<file path="src/rtl/mult_arbiter.sv">
// Round-robin arbiter sharing one multiplier between two requesters; grant 1 cycle after req, response 1 cycle after mul_done.
// Response holds under rsp_ready low and no new request is sampled until it is accepted; a missing mul_done becomes an error response.
module mult_arbiter #(
  parameter int WIDTH   = 8,
  parameter int TIMEOUT = 16
) (
  input  logic                 clock_i,
  input  logic                 reset_i,
  input  logic                 req0_i,
  input  logic                 req1_i,
  input  logic [WIDTH-1:0]     a0_i,
  input  logic [WIDTH-1:0]     b0_i,
  input  logic [WIDTH-1:0]     a1_i,
  input  logic [WIDTH-1:0]     b1_i,
  output logic                 gnt0_o,
  output logic                 gnt1_o,
  output logic                 mul_start_o,
  output logic [WIDTH-1:0]     mul_a_o,
  output logic [WIDTH-1:0]     mul_b_o,
  input  logic                 mul_done_i,
  input  logic [2*WIDTH-1:0]   mul_prod_i,
  output logic                 rsp_valid_o,
  input  logic                 rsp_ready_i,
  output logic                 rsp_id_o,
  output logic [2*WIDTH-1:0]   rsp_data_o,
  output logic                 rsp_err_o,
  output logic                 busy_o
);

  localparam int TW = $clog2(TIMEOUT + 1);
  localparam logic [TW-1:0] TIMER_LAST = TW'(TIMEOUT - 1);

  typedef enum logic [1:0] {
    S_IDLE  = 2'd0,
    S_START = 2'd1,
    S_WAIT  = 2'd2,
    S_RESP  = 2'd3
  } state_t;

  state_t               state_q;
  logic                 id_q;
  logic                 last_id_q;
  logic [TW-1:0]        timer_q;
  logic                 gnt0_q;
  logic                 gnt1_q;
  logic                 start_q;
  logic [WIDTH-1:0]     a_q;
  logic [WIDTH-1:0]     b_q;
  logic                 rsp_valid_q;
  logic [2*WIDTH-1:0]   data_q;
  logic                 err_q;
  logic                 busy_q;

  logic                 win_id_d;
  logic [WIDTH-1:0]     win_a_d;
  logic [WIDTH-1:0]     win_b_d;

  // On a tie the requester not served last wins.
  always_comb begin
    win_id_d = 1'b0;
    if (req0_i && req1_i) begin
      win_id_d = ~last_id_q;
    end else if (req1_i) begin
      win_id_d = 1'b1;
    end
    win_a_d = win_id_d ? a1_i : a0_i;
    win_b_d = win_id_d ? b1_i : b0_i;
  end

  always_ff @(posedge clock_i) begin
    if (reset_i) begin
      state_q     <= S_IDLE;
      id_q        <= 1'b0;
      last_id_q   <= 1'b1;
      timer_q     <= '0;
      gnt0_q      <= 1'b0;
      gnt1_q      <= 1'b0;
      start_q     <= 1'b0;
      a_q         <= '0;
      b_q         <= '0;
      rsp_valid_q <= 1'b0;
      data_q      <= '0;
      err_q       <= 1'b0;
      busy_q      <= 1'b0;
    end else begin
      gnt0_q  <= 1'b0;
      gnt1_q  <= 1'b0;
      start_q <= 1'b0;
      case (state_q)
        S_IDLE: begin
          if (req0_i || req1_i) begin
            id_q    <= win_id_d;
            a_q     <= win_a_d;
            b_q     <= win_b_d;
            gnt0_q  <= ~win_id_d;
            gnt1_q  <= win_id_d;
            start_q <= 1'b1;
            busy_q  <= 1'b1;
            state_q <= S_START;
          end
        end
        S_START: begin
          timer_q <= '0;
          state_q <= S_WAIT;
        end
        S_WAIT: begin
          // A done arriving on the last allowed cycle still wins over the timeout.
          if (mul_done_i) begin
            data_q      <= mul_prod_i;
            err_q       <= 1'b0;
            rsp_valid_q <= 1'b1;
            state_q     <= S_RESP;
          end else if (timer_q == TIMER_LAST) begin
            data_q      <= '0;
            err_q       <= 1'b1;
            rsp_valid_q <= 1'b1;
            state_q     <= S_RESP;
          end else begin
            timer_q <= timer_q + 1'b1;
          end
        end
        S_RESP: begin
          if (rsp_ready_i) begin
            rsp_valid_q <= 1'b0;
            last_id_q   <= id_q;
            busy_q      <= 1'b0;
            state_q     <= S_IDLE;
          end
        end
        default: begin
          state_q <= S_IDLE;
        end
      endcase
    end
  end

  assign gnt0_o      = gnt0_q;
  assign gnt1_o      = gnt1_q;
  assign mul_start_o = start_q;
  assign mul_a_o     = a_q;
  assign mul_b_o     = b_q;
  assign rsp_valid_o = rsp_valid_q;
  assign rsp_id_o    = id_q;
  assign rsp_data_o  = data_q;
  assign rsp_err_o   = err_q;
  assign busy_o      = busy_q;

endmodule

</file>
<file path="config.mk">
export PLATFORM = sky130hd
export DESIGN_NAME = mult_arbiter
export DESIGN_NICKNAME = d
export VERILOG_FILES = /design/src/rtl/mult_arbiter.sv
export SDC_FILE = /design/constraint.sdc
export NUM_CORES = 1
export LEC_CHECK = 0
export CORE_MARGIN = 8
export CORE_UTILIZATION = 36
export DETAILED_ROUTE_END_ITERATION = 7
export GPL_TIMING_DRIVEN = 0
export PLACE_DENSITY_LB_ADDON = 0.05
export REMOVE_ABC_BUFFERS = 1
export SETUP_SLACK_MARGIN = 0.2
export SLEW_MARGIN = 40
export SYNTH_ARGS = -nofsm -noshare
export SYNTH_HDL_FRONTEND = slang
export SYNTH_SLANG_ARGS = --single-unit
</file>
<file path="constraint.sdc">
create_clock -name clock_i -period 1.8 [get_ports clock_i]
set_clock_uncertainty 0.05 [all_clocks]
set_input_delay 0.27 -clock clock_i [delete_from_list [all_inputs] [get_ports clock_i]]
set_output_delay 0.27 -clock clock_i [all_outputs]
set_load 0.01 [all_outputs]
</file>
# == Word-level counts from Yosys, hierarchy flattened ==
# Index checks and enable logic that the tools add are counted.
# word_totals
regBits,47
in_bits,54
output_inout_bits,39
wordCells,65
# classes
add_sub_neg,1
eq_ne,9
muxes,22
n_bitwise,4
reduce_logical,16
# op_table
cell,count
16-bit two-way mux,2
8-bit two-way mux,2
3-bit AND reduction,4
5-bit two-way mux,2
5-bit one-hot mux with 2 select lines,1
1-bit two-way mux,8
2-bit two-way mux,4
2-bit inequality test (second input constant),4
2-bit one-hot mux with 4 select lines,1
2-bit nonzero test,4
2-bit AND reduction,3
5-bit by 1-bit adder with 5-bit output (second input constant),1
5-bit by 4-bit equality test with 1-bit output (second input constant),1
2-bit equality test (second input constant),2
1-bit inverter,4
1-bit one-hot mux with 2 select lines,2
3-bit inequality test (second input constant),1
3-bit OR reduction,1
2-bit by 1-bit equality test with 1-bit output (second input constant),1
2-bit zero test,1
2-bit OR reduction,1
1-bit logical AND,1
1-bit logical OR,1

# == Depth between registers and ports, before layout ==
# depth
ltp_word,4
ltp_mapped,8
depth_no_buf,6

# == Least setup slack after synthesis ==
# OpenSTA, ideal clock, no wires.
# synth_path
path_type,register to register
startpoint,register timer_q[0]
endpoint,register timer_q[3]
setup_ns,0.071
arrival_ns,1.731
required_ns,1.679
path_slack_ns,-0.052
path_stages_with_launch,7
period_less_slack_ns,1.852
cell_sequence,dfxtp_1 > ha_1 > and3_1 > ha_1 > or3b_4 > or3_1 > a21oi_1
# synth_between
elab_chain_cells,4
word_cells_on_any_way,7
classes_between,1 x add/sub; 2 x eq/ne; 3 x mux; 1 x reduce/logical
# synth_rtl
item,line,text
from (decl),43,logic [TW-1:0] timer_q;
from (signal assigned),119,timer_q <= timer_q + 1'b1;
5-bit by 1-bit adder with 5-bit output,119,
5-bit two-way mux,113,end else if (timer_q == TIMER_LAST) begin
5-bit two-way mux,108,if (mul_done_i) begin
5-bit one-hot mux with 2 select lines,89,case (state_q)
# Parallel ways exist; a longest one is shown, timed or not. The select of a mux whose other input is x is not followed.
# A chain may end at the register's enable or synchronous reset.

# == Worst setup path in the final report ==
# Ends and elaborated chain as after synthesis.

==> impl_metrics.py <==
metrics = {
    "status": {
        "status": "complete, but fails checks",
        "violations": "negative setup slack",
    },
    "routing": {
        "via_count": 1855,
        "wl_per_cell_um": 15.5,
        "ant_nets": 0,
        "finalWirelength_um": 5780,
        "drc": 0,
        "drt_pass1_iterations": 4,
        "viasPerCell": 4.99,
        "drt_iter0_markers": 59,
    },
    "placement": {
        "dpl.cell_count": 351,
        "place_congestion": 0.754,
        "port_buffers": 92,
        "pre_cts_slack_ns": -0.406,
        "hpwl_um": 3810,
    },
    "worst_setup_path": {
        "endpoint_kind": "flop",
        "worstSetupPathType": "reg2reg",
        "r2r-end": "timer_q[3]$_SDFFE_PP0P_",
        "r2r-start": "timer_q[0]$_SDFFE_PP0P_",
        "critical_path_required_ns": 1.98,
        "reg2regPathDepth": 6,
        "crit_fanout": 5,
        "r2r_slack_ns": -0.03,
        "arrival_ns": 2.01,
        "start_kind": "flop",
    },
    "global_route": {
        "grt_use_met3_pct": 5.88,
        "grt_util_met1_pct": 15.1,
        "grt_pass1_wl_um": 8720,
        "busiest_layer": "met2",
        "overflow": 0,
        "track_usage_pct": 13.9,
        "grt_pass1_vias": 1865,
        "antenna_found_initial": 0,
        "use_met2_pct": 23.7,
        "grt_max_degree": 35,
    },
    "timing": {
        "finalMaxSlewViolations": 0,
        "tightestPinTransition_ns": 0.552,
        "max-slew-margin-rel_pct": 63.2,
        "min_period_ns": 1.83,
        "rsz0062_at_grt": "true",
        "hold_violations": 0,
        "timing.fmax_ghz": 0.545,
        "fin_crit_sh_pct": 102,
        "fin_ws_ns": -0.0349,
        "setup_viol": 1,
    },
    "layout": {
        "layout-drive-gt1-share_pct": 17.5,
        "seqCellArea_sq_um": 946,
        "fill_cells": 462,
        "final_nets": 362,
        "multi_input_area_sq_um": 1060,
        "layoutNonFillerInstCount": 372,
        "area_growth_pct": 70.1,
        "antennaDiodeCount": 0,
    },
    "die": {
        "dieArea_sq_um": 7950,
        "core_sq_um": 5140,
        "dieHeight_um": 89.2,
        "die_x_um": 89.2,
        "row_count": 26,
        "io_pins": 93,
        "start_util_pct": 37.5,
    },
    "pwr": {
        "clockPowerShare_pct": 19.5,
        "vdd_drop_max_v": 0.000479,
        "powerDensity_nw_per_um2": 1070,
        "p_switching_w": 0.00111,
        "switching_share_pct": 31.4,
        "comb_power_share_pct": 40.6,
        "seq_power_share_pct": 39.9,
        "p_int_w": 0.00241,
        "power_leakage_nw": 1.21,
    },
    "clocking": {
        "cts_buffer_depth": 2,
        "cts_max_level": 2,
        "clock_sinks": 47,
        "cts_root_buf": "clkbuf_8",
        "cts_tree": "done",
        "clock_latency_ns": 0.29,
        "clk_pin_slew_worst_paths_ns": 0.08,
        "numCtsBuffers": 5,
        "postCtsHoldBufs": 0,
    },
    "synth": {
        "ys_top_cells_by_area": "dfxtp_1 49%, mux2i_1 8.3%, a22oi_1 6.2%, a21oi_1 5.7%, ha_1 4.5%",
        "syn-cell-area_sq_um": 1930,
        "synth-seq-area-share_pct": 48.8,
        "synth_top_area_share_pct": 48.8,
        "async_reset_ff_share_pct": 0,
        "synth_flop_cell": "dfxtp_1",
        "synth_seq_cells": 47,
        "avgSynthCellArea_sq_um": 9.54,
        "synth.most_common_cell": "dfxtp_1",
        "yosys_warnings": 0,
        "netlist_instances": 202,
        "ys_types": 34,
        "synth_edf_count": 0,
        "synth_commonest_cells": "47 x dfxtp_1, 22 x a21oi_1, 20 x nor2_1",
        "synth_area_leader_cell": "dfxtp_1",
    },
    "worst_hold_path": {
        "hold_path.class": "in2reg",
        "hold_depth": 2,
        "holdPathEnd": "rsp_data_o[9]$_SDFFE_PP0P_",
        "hold_start": "reset_i",
    },
    "flow_run": {
        "maxCapViolCount": 0,
    },
}
[per-stage QoR]
stage	power (W)	instance area (sq um)	utilization [%]	setup TNS (ns)	hold slack, ns
finish	0.00352	3280	63.8	-0.0349	0.376
global route	0.00377	3280	63.8	-0.237	0.388
CTS	0.00346	3170	61.6	-0.00397	0.371
detailed placement	0.00266	2890	56.2	-6.40	0.417
global placement	0.00264	2860	55.7	-31.80	0.409
floorplan	0.00196	1860	-	-4.52	0.289
[power groups by stage]
stage	sequential [W]	combinational, W	clock, W
2_1_floorplan	0.00151	0.000455	0
3_3_place_gp	0.00140	0.00124	0
3_5_place_dp	0.00141	0.00125	0
4_1_cts	0.00139	0.00135	0.000713
5_1_grt	0.00143	0.00157	0.000762
6_report	0.00140	0.00143	0.000687
[worst max-delay path: stages, from the launching register on]
cell and delay, ns:
dfxtp_2 0.35, ha_4 0.16, and3_4 0.18, ha_4 0.18
or3b_4 0.41, or3_1 0.34, a21oi_2 0.12
[repair_timing]
action                     CTS  global route
pin swaps                   13            16
setup buffers                8             3
setup endpoints to repair   25            37
resized for setup           19            16
gates cloned                 1             1
[worst max path at each step]
stage	start	end	slack (ns)	depth (start not counted)
detailed placement	timer_q[0]$_SDFFE_PP0P_	rsp_valid_o$_SDFFE_PP0P_	-0.41	6
global route	timer_q[0]$_SDFFE_PP0P_	timer_q[3]$_SDFFE_PP0P_	-0.08	6
floorplan	req1_i	mul_a_o[0]$_SDFFE_PP0P_	-0.26	3
global placement	req1_i	mul_b_o[5]$_SDFFE_PP0P_	-1.31	4
finish	timer_q[0]$_SDFFE_PP0P_	timer_q[3]$_SDFFE_PP0P_	-0.03	6
CTS	timer_q[0]$_SDFFE_PP0P_	timer_q[3]$_SDFFE_PP0P_	-0.004	6
[final cells by class]
| class | instances | area share, % |
|---|---|---|
| inverters | 5 | 0.573 |
| repair buffers | 105 | 32.6 |
| flip-flops and latches | 47 | 28.9 |
| clock buffers | 8 | 3.05 |
| well taps | 70 | 2.67 |
| multi-input cells | 137 | 32.3 |
[logic make-up (layout without fill, tap and decap cells)]
group                    Yosys count  count (layout)  synth area share (%)
flip-flops                        47              47                  48.8
AND/OR/NAND/NOR                   47              47                  12.3
AO/OA/AOI/OAI                     66              67                  21.4
buffers and inverters             19             118                  4.67
multiplexers                      16              16                  8.31
adder cells (fa/ha/maj)            7               7                  4.55
[flip-flops by register name (all words and copies together), names as in the netlist]
register and cells:
busy_o 1, gnt0_o 1, gnt1_o 1, last_id_q 1, mul_a_o 8, mul_b_o 8
mul_start_o 1, rsp_data_o 16, rsp_err_o 1, rsp_id_o 1, rsp_valid_o 1, state_q 2
timer_q 5
[per-layer routing]
metal | share of wire (%) | vias to the layer above
li1 | - | 923
met1 | 41 | 852
met2 | 48 | 69
met3 | 8.8 | 11
met4 | 1.4 | 0
met5 | 0 | -
[cells in the final DEF, fill, tap and decap left out, types with 4 or more instances in the layout]
| cell type | Yosys | routed |
|---|---|---|
| buf_4 | 2 | 7 |
| clkdlybuf4s50_1 | 0 | 90 |
| mux2i_1 | 16 | 16 |
| a22oi_2 | 0 | 10 |
| nand3_1 | 5 | 5 |
| dfxtp_2 | 0 | 4 |
| dfxtp_1 | 47 | 43 |
| nor2_1 | 20 | 20 |
| inv_1 | 5 | 5 |
| a21oi_1 | 22 | 21 |
| clkbuf_8 | 0 | 7 |
| a22oi_1 | 16 | 6 |
| ha_4 | 0 | 4 |
| nand2_1 | 5 | 5 |
| o21ai_0 | 17 | 17 |
Power figures use the tool's default switching activity.
